$ cat config.mk
export PLATFORM = sky130hd
export DESIGN_NAME = tang_led_ctrl_flat
export DESIGN_NICKNAME = d
export VERILOG_FILES = /design/src/rtl/tang_led_if.sv /design/src/rtl/tang_led_ctrl.sv /design/src/flat_wrapper.sv
export SDC_FILE = /design/constraint.sdc
export NUM_CORES = 1
export LEC_CHECK = 0
export ABC_CLOCK_PERIOD_IN_PS = 7290
export BUFFER_PORTS_ARGS = -buffer_cell sky130_fd_sc_hd__buf_2
export CORE_ASPECT_RATIO = 0.7
export CORE_MARGIN = 3
export CORE_UTILIZATION = 43
export CTS_BUF_LIST = sky130_fd_sc_hd__clkbuf_8
export DETAILED_ROUTE_END_ITERATION = 16
export GPL_ROUTABILITY_DRIVEN = 0
export PLACE_DENSITY = 0.66
export SETUP_SLACK_MARGIN = 0.15
export SYNTH_ARGS = -nofsm -noshare
export SYNTH_HDL_FRONTEND = slang
export SYNTH_SLANG_ARGS = --single-unit
$ cat constraint.sdc
create_clock -name clk -period 7.29 [get_ports clk]
set_clock_uncertainty 0.05 [all_clocks]
set_input_delay 0.3645 -clock clk [delete_from_list [all_inputs] [get_ports clk]]
set_output_delay 0.3645 -clock clk [all_outputs]
set_load 0.01 [all_outputs]
$ cat src/rtl/tang_led_if.sv
// Register-bus connection between a picorv32-style master and the LED controller.
interface tang_led_if;
   logic        sel;
   logic        we;
   logic [3:0]  wstrb;
   logic [2:0]  addr;
   logic [31:0] data_i;
   logic        ready;
   logic [31:0] data_o;

   modport master (output sel, we, wstrb, addr, data_i, input  ready, data_o);
   modport slave  (input  sel, we, wstrb, addr, data_i, output ready, data_o);
endinterface

$ cat src/rtl/tang_led_ctrl.sv
// LED controller: static LED values with per-LED blink and a global PWM brightness,
// configured and read back over a one-cycle registered bus handshake.
module tang_led_ctrl #(
   parameter int unsigned NUM_LEDS   = 6,
   parameter bit          ACTIVE_LOW = 1'b1,
   parameter int unsigned PERIOD_W   = 24
) (
   input  logic                clk,
   input  logic                reset_n,
   tang_led_if.slave           bus,
   output logic [NUM_LEDS-1:0] leds_o
);
   localparam int unsigned DATA_W = 32;
   localparam int unsigned PWM_W  = 8;

   localparam logic [2:0] ADDR_VAL    = 3'd0;
   localparam logic [2:0] ADDR_MASK   = 3'd1;
   localparam logic [2:0] ADDR_PERIOD = 3'd2;
   localparam logic [2:0] ADDR_DUTY   = 3'd3;
   localparam logic [2:0] ADDR_STATUS = 3'd4;

   typedef enum logic {IDLE = 1'b0, ACK = 1'b1} state_t;

   state_t              state;
   logic [NUM_LEDS-1:0] led_val;
   logic [NUM_LEDS-1:0] blink_mask;
   logic [PERIOD_W-1:0] blink_period;
   logic [PERIOD_W-1:0] blink_cnt;
   logic                phase;
   logic [PWM_W-1:0]    pwm_duty;
   logic [PWM_W-1:0]    pwm_cnt;

   logic                access_c;
   logic                wr_c;
   logic                period_wr_c;
   logic [DATA_W-1:0]   wmask_c;
   logic [DATA_W-1:0]   rdata_c;
   logic                pwm_on_c;
   logic [NUM_LEDS-1:0] lit_c;

   // Byte-strobe merge of new write data into the current register contents.
   function automatic logic [DATA_W-1:0] merge(input logic [DATA_W-1:0] old_v,
                                               input logic [DATA_W-1:0] new_v,
                                               input logic [DATA_W-1:0] mask);
      return (old_v & ~mask) | (new_v & mask);
   endfunction

   assign access_c    = (state == IDLE) && bus.sel;
   assign wr_c        = access_c && bus.we;
   assign period_wr_c = wr_c && (bus.addr == ADDR_PERIOD) && (|wmask_c[PERIOD_W-1:0]);

   always_comb begin
      wmask_c = '0;
      for (int k = 0; k < 4; k++) begin
         wmask_c[8*k +: 8] = {8{bus.wstrb[k]}};
      end
   end

   assign pwm_on_c = (pwm_cnt < pwm_duty) || (pwm_duty == 8'hFF);
   assign lit_c    = led_val & (~blink_mask | {NUM_LEDS{phase}}) & {NUM_LEDS{pwm_on_c}};

   always_comb begin
      rdata_c = '0;
      case (bus.addr)
         ADDR_VAL:    rdata_c = DATA_W'(led_val);
         ADDR_MASK:   rdata_c = DATA_W'(blink_mask);
         ADDR_PERIOD: rdata_c = DATA_W'(blink_period);
         ADDR_DUTY:   rdata_c = DATA_W'(pwm_duty);
         ADDR_STATUS: rdata_c = {16'h0000, pwm_cnt, 6'b000000, pwm_on_c, phase};
         default:     rdata_c = '0;
      endcase
   end

   // Handshake: an access in IDLE is acknowledged for exactly one cycle.
   always_ff @(posedge clk or negedge reset_n) begin
      if (!reset_n) begin
         state      <= IDLE;
         bus.ready  <= 1'b0;
         bus.data_o <= '0;
      end else begin
         case (state)
            IDLE: begin
               if (bus.sel) begin
                  state     <= ACK;
                  bus.ready <= 1'b1;
                  if (!bus.we) bus.data_o <= rdata_c;
               end
            end
            ACK: begin
               state     <= IDLE;
               bus.ready <= 1'b0;
            end
            default: begin
               state     <= IDLE;
               bus.ready <= 1'b0;
            end
         endcase
      end
   end

   always_ff @(posedge clk or negedge reset_n) begin
      if (!reset_n) begin
         led_val      <= '0;
         blink_mask   <= '0;
         blink_period <= '0;
         pwm_duty     <= 8'hFF;
      end else if (wr_c) begin
         case (bus.addr)
            ADDR_VAL:    led_val      <= NUM_LEDS'(merge(DATA_W'(led_val), bus.data_i, wmask_c));
            ADDR_MASK:   blink_mask   <= NUM_LEDS'(merge(DATA_W'(blink_mask), bus.data_i, wmask_c));
            ADDR_PERIOD: blink_period <= PERIOD_W'(merge(DATA_W'(blink_period), bus.data_i, wmask_c));
            ADDR_DUTY:   pwm_duty     <= PWM_W'(merge(DATA_W'(pwm_duty), bus.data_i, wmask_c));
            default:     ;
         endcase
      end
   end

   // Blink engine; a period write restarts the half-period from phase 0.
   always_ff @(posedge clk or negedge reset_n) begin
      if (!reset_n) begin
         blink_cnt <= '0;
         phase     <= 1'b0;
      end else if (period_wr_c || (blink_period == '0)) begin
         blink_cnt <= '0;
         phase     <= 1'b0;
      end else if (blink_cnt >= (blink_period - PERIOD_W'(1))) begin
         blink_cnt <= '0;
         phase     <= ~phase;
      end else begin
         blink_cnt <= blink_cnt + PERIOD_W'(1);
      end
   end

   always_ff @(posedge clk or negedge reset_n) begin
      if (!reset_n) pwm_cnt <= '0;
      else          pwm_cnt <= pwm_cnt + PWM_W'(1);
   end

   always_ff @(posedge clk or negedge reset_n) begin
      if (!reset_n) leds_o <= {NUM_LEDS{ACTIVE_LOW}};
      else          leds_o <= ACTIVE_LOW ? ~lit_c : lit_c;
   end
endmodule
$ cat src/flat_wrapper.sv
// flat-port wrapper written by rule: the top's interface ports become plain ports
module tang_led_ctrl_flat 
#(
   parameter int unsigned NUM_LEDS   = 6,
   parameter bit          ACTIVE_LOW = 1'b1,
   parameter int unsigned PERIOD_W   = 24
)
  (clk, reset_n, leds_o, bus_sel, bus_we, bus_wstrb, bus_addr, bus_data_i, bus_ready, bus_data_o);
  tang_led_if bus_i ();
  input  logic clk;
  input  logic reset_n;
  output logic [NUM_LEDS-1:0] leds_o;
  input wire logic [$bits(bus_i.sel)-1:0] bus_sel;
  input wire logic [$bits(bus_i.we)-1:0] bus_we;
  input wire logic [$bits(bus_i.wstrb)-1:0] bus_wstrb;
  input wire logic [$bits(bus_i.addr)-1:0] bus_addr;
  input wire logic [$bits(bus_i.data_i)-1:0] bus_data_i;
  output wire logic [$bits(bus_i.ready)-1:0] bus_ready;
  output wire logic [$bits(bus_i.data_o)-1:0] bus_data_o;
  assign bus_i.sel = bus_sel;
  assign bus_i.we = bus_we;
  assign bus_i.wstrb = bus_wstrb;
  assign bus_i.addr = bus_addr;
  assign bus_i.data_i = bus_data_i;
  assign bus_ready = bus_i.ready;
  assign bus_data_o = bus_i.data_o;
  tang_led_ctrl #(.NUM_LEDS(NUM_LEDS), .ACTIVE_LOW(ACTIVE_LOW), .PERIOD_W(PERIOD_W)) u_core (.clk(clk), .reset_n(reset_n), .bus(bus_i), .leds_o(leds_o));
endmodule
# ---- Yosys cells after proc, flatten, opt, wreduce, memory -nomap -nowiden
# Index checks and enable logic that the tools add are counted.
dict set report totals {
  in_bits 43
  output_inout_bits 39
  elab_cells 64
  regBits 117
}
dict set report classes {
  addsub 3
  bitwise 18
  muxes 9
  n_lt_le_gt_ge 2
  reduce_logical 15
  n_eq_ne 6
}
# op count
set ops {}
lappend ops {{case mux 24 bit (5 select lines)} 1}
lappend ops {{bitwise AND 24 bit} 2}
lappend ops {{2-to-1 mux 24 bit} 2}
lappend ops {{adder 24 x 1 -> 24 bit, second input constant} 1}
lappend ops {{bitwise AND 6 bit} 4}
lappend ops {{>= comparator 24 bit} 1}
lappend ops {{zero test 24 bit} 1}
lappend ops {{NOT 24 bit} 1}
lappend ops {{OR 24 bit} 1}
lappend ops {{subtractor 24 x 1 -> 24 bit, second input constant} 1}
lappend ops {{OR 6 bit} 3}
lappend ops {{NOT 6 bit} 2}
lappend ops {{adder 8 x 1 -> 8 bit, second input constant} 1}
lappend ops {{bitwise AND 8 bit} 1}
lappend ops {{equality test 8 bit, second input constant} 1}
lappend ops {{less-than comparator 8 bit} 1}
lappend ops {{OR 8 bit} 1}
lappend ops {{AND reduction 2 bit} 4}
lappend ops {{equality test 3 x 2 -> 1 bit, second input constant} 2}
lappend ops {{logical AND 1 bit} 4}
lappend ops {{2-to-1 mux 1 bit} 4}
lappend ops {{case mux 1 bit (2 select lines)} 2}
lappend ops {{equality test 3 x 1 -> 1 bit, second input constant} 1}
lappend ops {{equality test 3 bit, second input constant} 1}
lappend ops {{other kinds (7)} 10}

# ---- Logic depth before layout (Yosys ltp)
dict set report logic_depth {
  depth_word 7
  depth_mapped 16
  depth_no_buf 14
}

# ---- Worst setup path after synthesis
# Ideal clock, no wire load.
dict set report synth_timing {
  path_kind {reg2reg}
  from {register with a tool-made name}
  to {register u_core.blink_cnt[15]}
  path_stages_with_launch 16
  required_ns 7.121
  slack_ns 3.270
  setup_time_ns 0.119
  n_path_buf 2
  synth_period_minus_slack_ns 4.020
  arrival_ns 3.851
  path_cell_list {dfrtp_1 -> or4_4 -> or4_4 -> nor2_4 -> nand2_1 -> nor4_2 -> xnor2_1 -> ha_1 -> and4_1 -> nand3_1 -> or4b_2 -> o211ai_1 -> or2_1 -> buf_6 -> buf_8 -> nor2_1}
}
# element line_no
set synth_lines {}
lappend synth_lines {{end signal, assigned} tang_led_ctrl.sv:130} ;# blink_cnt <= blink_cnt + PERIOD_W'(1);
lappend synth_lines {{end, declared} tang_led_ctrl.sv:28} ;# logic [PERIOD_W-1:0] blink_cnt;

==> impl_metrics.json <==
{
  "outcome": "finished clean",
  "powerDensity_mw_per_mm2": 248,
  "cts-root-buf": "clkbuf_8",
  "min-delay-path-class": "input port to flip-flop",
  "drv_slew": 0,
  "synthTopCellsByArea": "dfrtp_1 (41%), ha_1 (7.6%), mux2_2 (7.2%)",
  "mostFrequentLayoutCells": "dfrtp_1 (95), buf_2 (63), nor2_1 (53)",
  "coreArea_mm2": 0.0128,
  "fin_area_mm2": 0.00648,
  "port_buffers": 64,
  "critPathCapture": "u_core.blink_cnt[9]",
  "wl_um": 13300,
  "async_reset_ff_frac": 1.00,
  "rr_endpoint": "u_core.blink_cnt[9]",
  "ant_nets": 0,
  "clkTransAtPathRegs_ps": 110,
  "vias": 4106,
  "ys_seq_area_frac": 0.473,
  "start_util": 0.453,
  "synth_edf_count": 0,
  "critPathMaxStageDelay_ps": 710,
  "grt_pass1_vias": 4055,
  "grt-ovfl-total": 0,
  "vdd_drop_max_v": 0.000118,
  "relSlewSlack": 0.315,
  "layout_commonest_cell": "dfrtp_1",
  "p_leak_nw": 3.04,
  "hold_viol_final": 0,
  "ys_ff_latch": 109,
  "initialDrtViolationCount": 226,
  "ys_warn_count": 0,
  "insertion_delay_ps": 380,
  "area_growth_pct": 11.7,
  "placed_cell_area_mm2": 0.00624,
  "grt_pass1_wl_um": 21300,
  "slowest_stage": "or2_1",
  "viasPerCell": 5.36,
  "dieHeight_um": 103,
  "cp.arrival_ps": 5260,
  "io_pins": 82,
  "grt_start_max_net_pins": 58,
  "die_x_um": 145,
  "cts_sinks": 109,
  "period_share": 0.698,
  "clock_path_buffers": 2,
  "drc": 0,
  "end_kind": "flip-flop",
  "wl_per_cell_um": 17.3,
  "worstMarginPinSlew_ps": 1020,
  "synth_cells": 520,
  "layout.nets": 659,
  "place_hpwl_um": 10100,
  "syn_area_mm2": 0.00580,
  "synth_top_area_frac": 0.410,
  "grt_usage": 0.184,
  "path_cells": "or4_4 -> or4_4 -> nor2_1 -> nand2_1 -> nor3_1 -> xnor2_1 -> ha_1 -> and4_1 -> nand3_1 -> or4b_2 -> o211ai_1 -> or2_1 -> nor2_1",
  "row_count": 34,
  "critical_path_required_ps": 7460,
  "total_power_mw": 1.61,
  "r2r_slack_ps": 2200,
  "synthFlopType": "dfrtp_1",
  "synth_area_leader_cell": "dfrtp_1",
  "max_freq_mhz": 197,
  "drive_gt1_frac": 0.256,
  "r2r_cells": 13,
  "syn_avg_cell_area_um2": 11.2,
  "fin_setup_tns_ps": 0,
  "numCtsBuffers": 9,
  "fp.dieArea_mm2": 0.0149,
  "dr.pass1.iters": 5,
  "grt_antenna_before_repair": 0,
  "path_class": "flip-flop to flip-flop",
  "n_antenna_cell": 0,
  "critPathMaxFanout": 24,
  "crit_path_start_kind": "flip-flop",
  "layout_min_cycle_time_ps": 5090,
  "setup_violations": 0,
  "rsz0062_at_grt": "no",
  "cap_violations": 0,
  "postCtsSetupBuffers": 0,
  "cts_tree": "done",
  "synth.distinct_cells": 50,
  "h-tree-depth": 3,
  "hold-path-cell-count": 3
}
logic make-up after synthesis:
group / synth area share
AOI/OAI and AO/OA: 0.0898
xor gates and xnor gates: 0.0755
and+or+nand+nor: 0.151
other: 0.000647
buffers and inverters: 0.0356
adders and majority gates: 0.0755
muxes: 0.0986
DFF: 0.473
Yosys cell counts, types with 3 or more instances:
| master | count |
|---|---|
| a21o_1 | 3 |
| a21oi_1 | 13 |
| a22o_1 | 28 |
| and3_1 | 9 |
| buf_4 | 8 |
| clkbuf_1 | 12 |
| dfrtp_1 | 95 |
| dfstp_2 | 14 |
| ha_1 | 35 |
| inv_1 | 15 |
| mux2_2 | 37 |
| mux4_2 | 6 |
| nand2_1 | 27 |
| nand2b_1 | 11 |
| nand3_1 | 21 |
| nand4_1 | 10 |
| nor2_1 | 53 |
| nor2b_1 | 5 |
| nor3_1 | 11 |
| nor4_1 | 3 |
| nor4_2 | 3 |
| o211ai_1 | 4 |
| o21ai_0 | 13 |
| or3_1 | 3 |
| xnor2_1 | 37 |
| xor2_1 | 13 |
metal layers:
layer  vias up  GRT usage  wire, um
met5         -          0         0
met1      2020      0.284      6870
li1       1969          -         -
met2       108      0.263      5490
met3         9     0.0413       824
met4         0     0.0423       102
power by group:
part	switching, mW	internal (mW)
Sequential	0.0895	0.694
Combinational	0.214	0.192
Clock	0.218	0.199
Total	0.521	1.09
layout make-up:
| cell class | instances | area (um2) |
|---|---|---|
| Fill cell | 1156 | 6330 |
| Clock buffer | 9 | 124 |
| Sequential cell | 109 | 2750 |
| Timing Repair Buffer | 67 | 348 |
| Inverter | 15 | 56.3 |
| Multi-Input combinational cell | 379 | 2870 |
| Tap cell | 180 | 225 |
| Clock inverter | 7 | 105 |
metrics by stage:
stage               hold slack (ps)  instances  worst slack (ps)  utilization
floorplan                      18.9        527              3270            -
global placement                352        749              2290        0.487
detailed placement              361        749              2220        0.487
CTS                             149        766              2200        0.506
global route                    147        766              1850        0.506
finish                          156        766              2200        0.506
repair_timing:
action                     CTS  global route
hold endpoints to repair    44             0
setup endpoints to repair    0             0
resized for setup            0             0
hold buffers                 1             0
how the worst min path moves through the flow:
stage	startpoint	endpoint	slack (ps)
global route	bus_data_i[19]	flip-flop	150
detailed placement	u_core.state	u_core.bus.ready	360
global placement	u_core.state	u_core.bus.ready	350
CTS	bus_data_i[7]	flip-flop	150
finish	bus_data_i[7]	flip-flop	160
floorplan	reset_n	asynchronous set/reset pin	20
worst max-delay path, delay by kind of cell, from the launching register on:
family / cells / cell delay [ps]
adder cells (fa/ha/maj): 1 / 290
flip-flops: 1 / 450
AO/OA/AOI/OAI: 1 / 310
AND/OR/NAND/NOR: 10 / 3720
XOR/XNOR: 1 / 100
No activity file was read; power rests on OpenSTA's default activity.
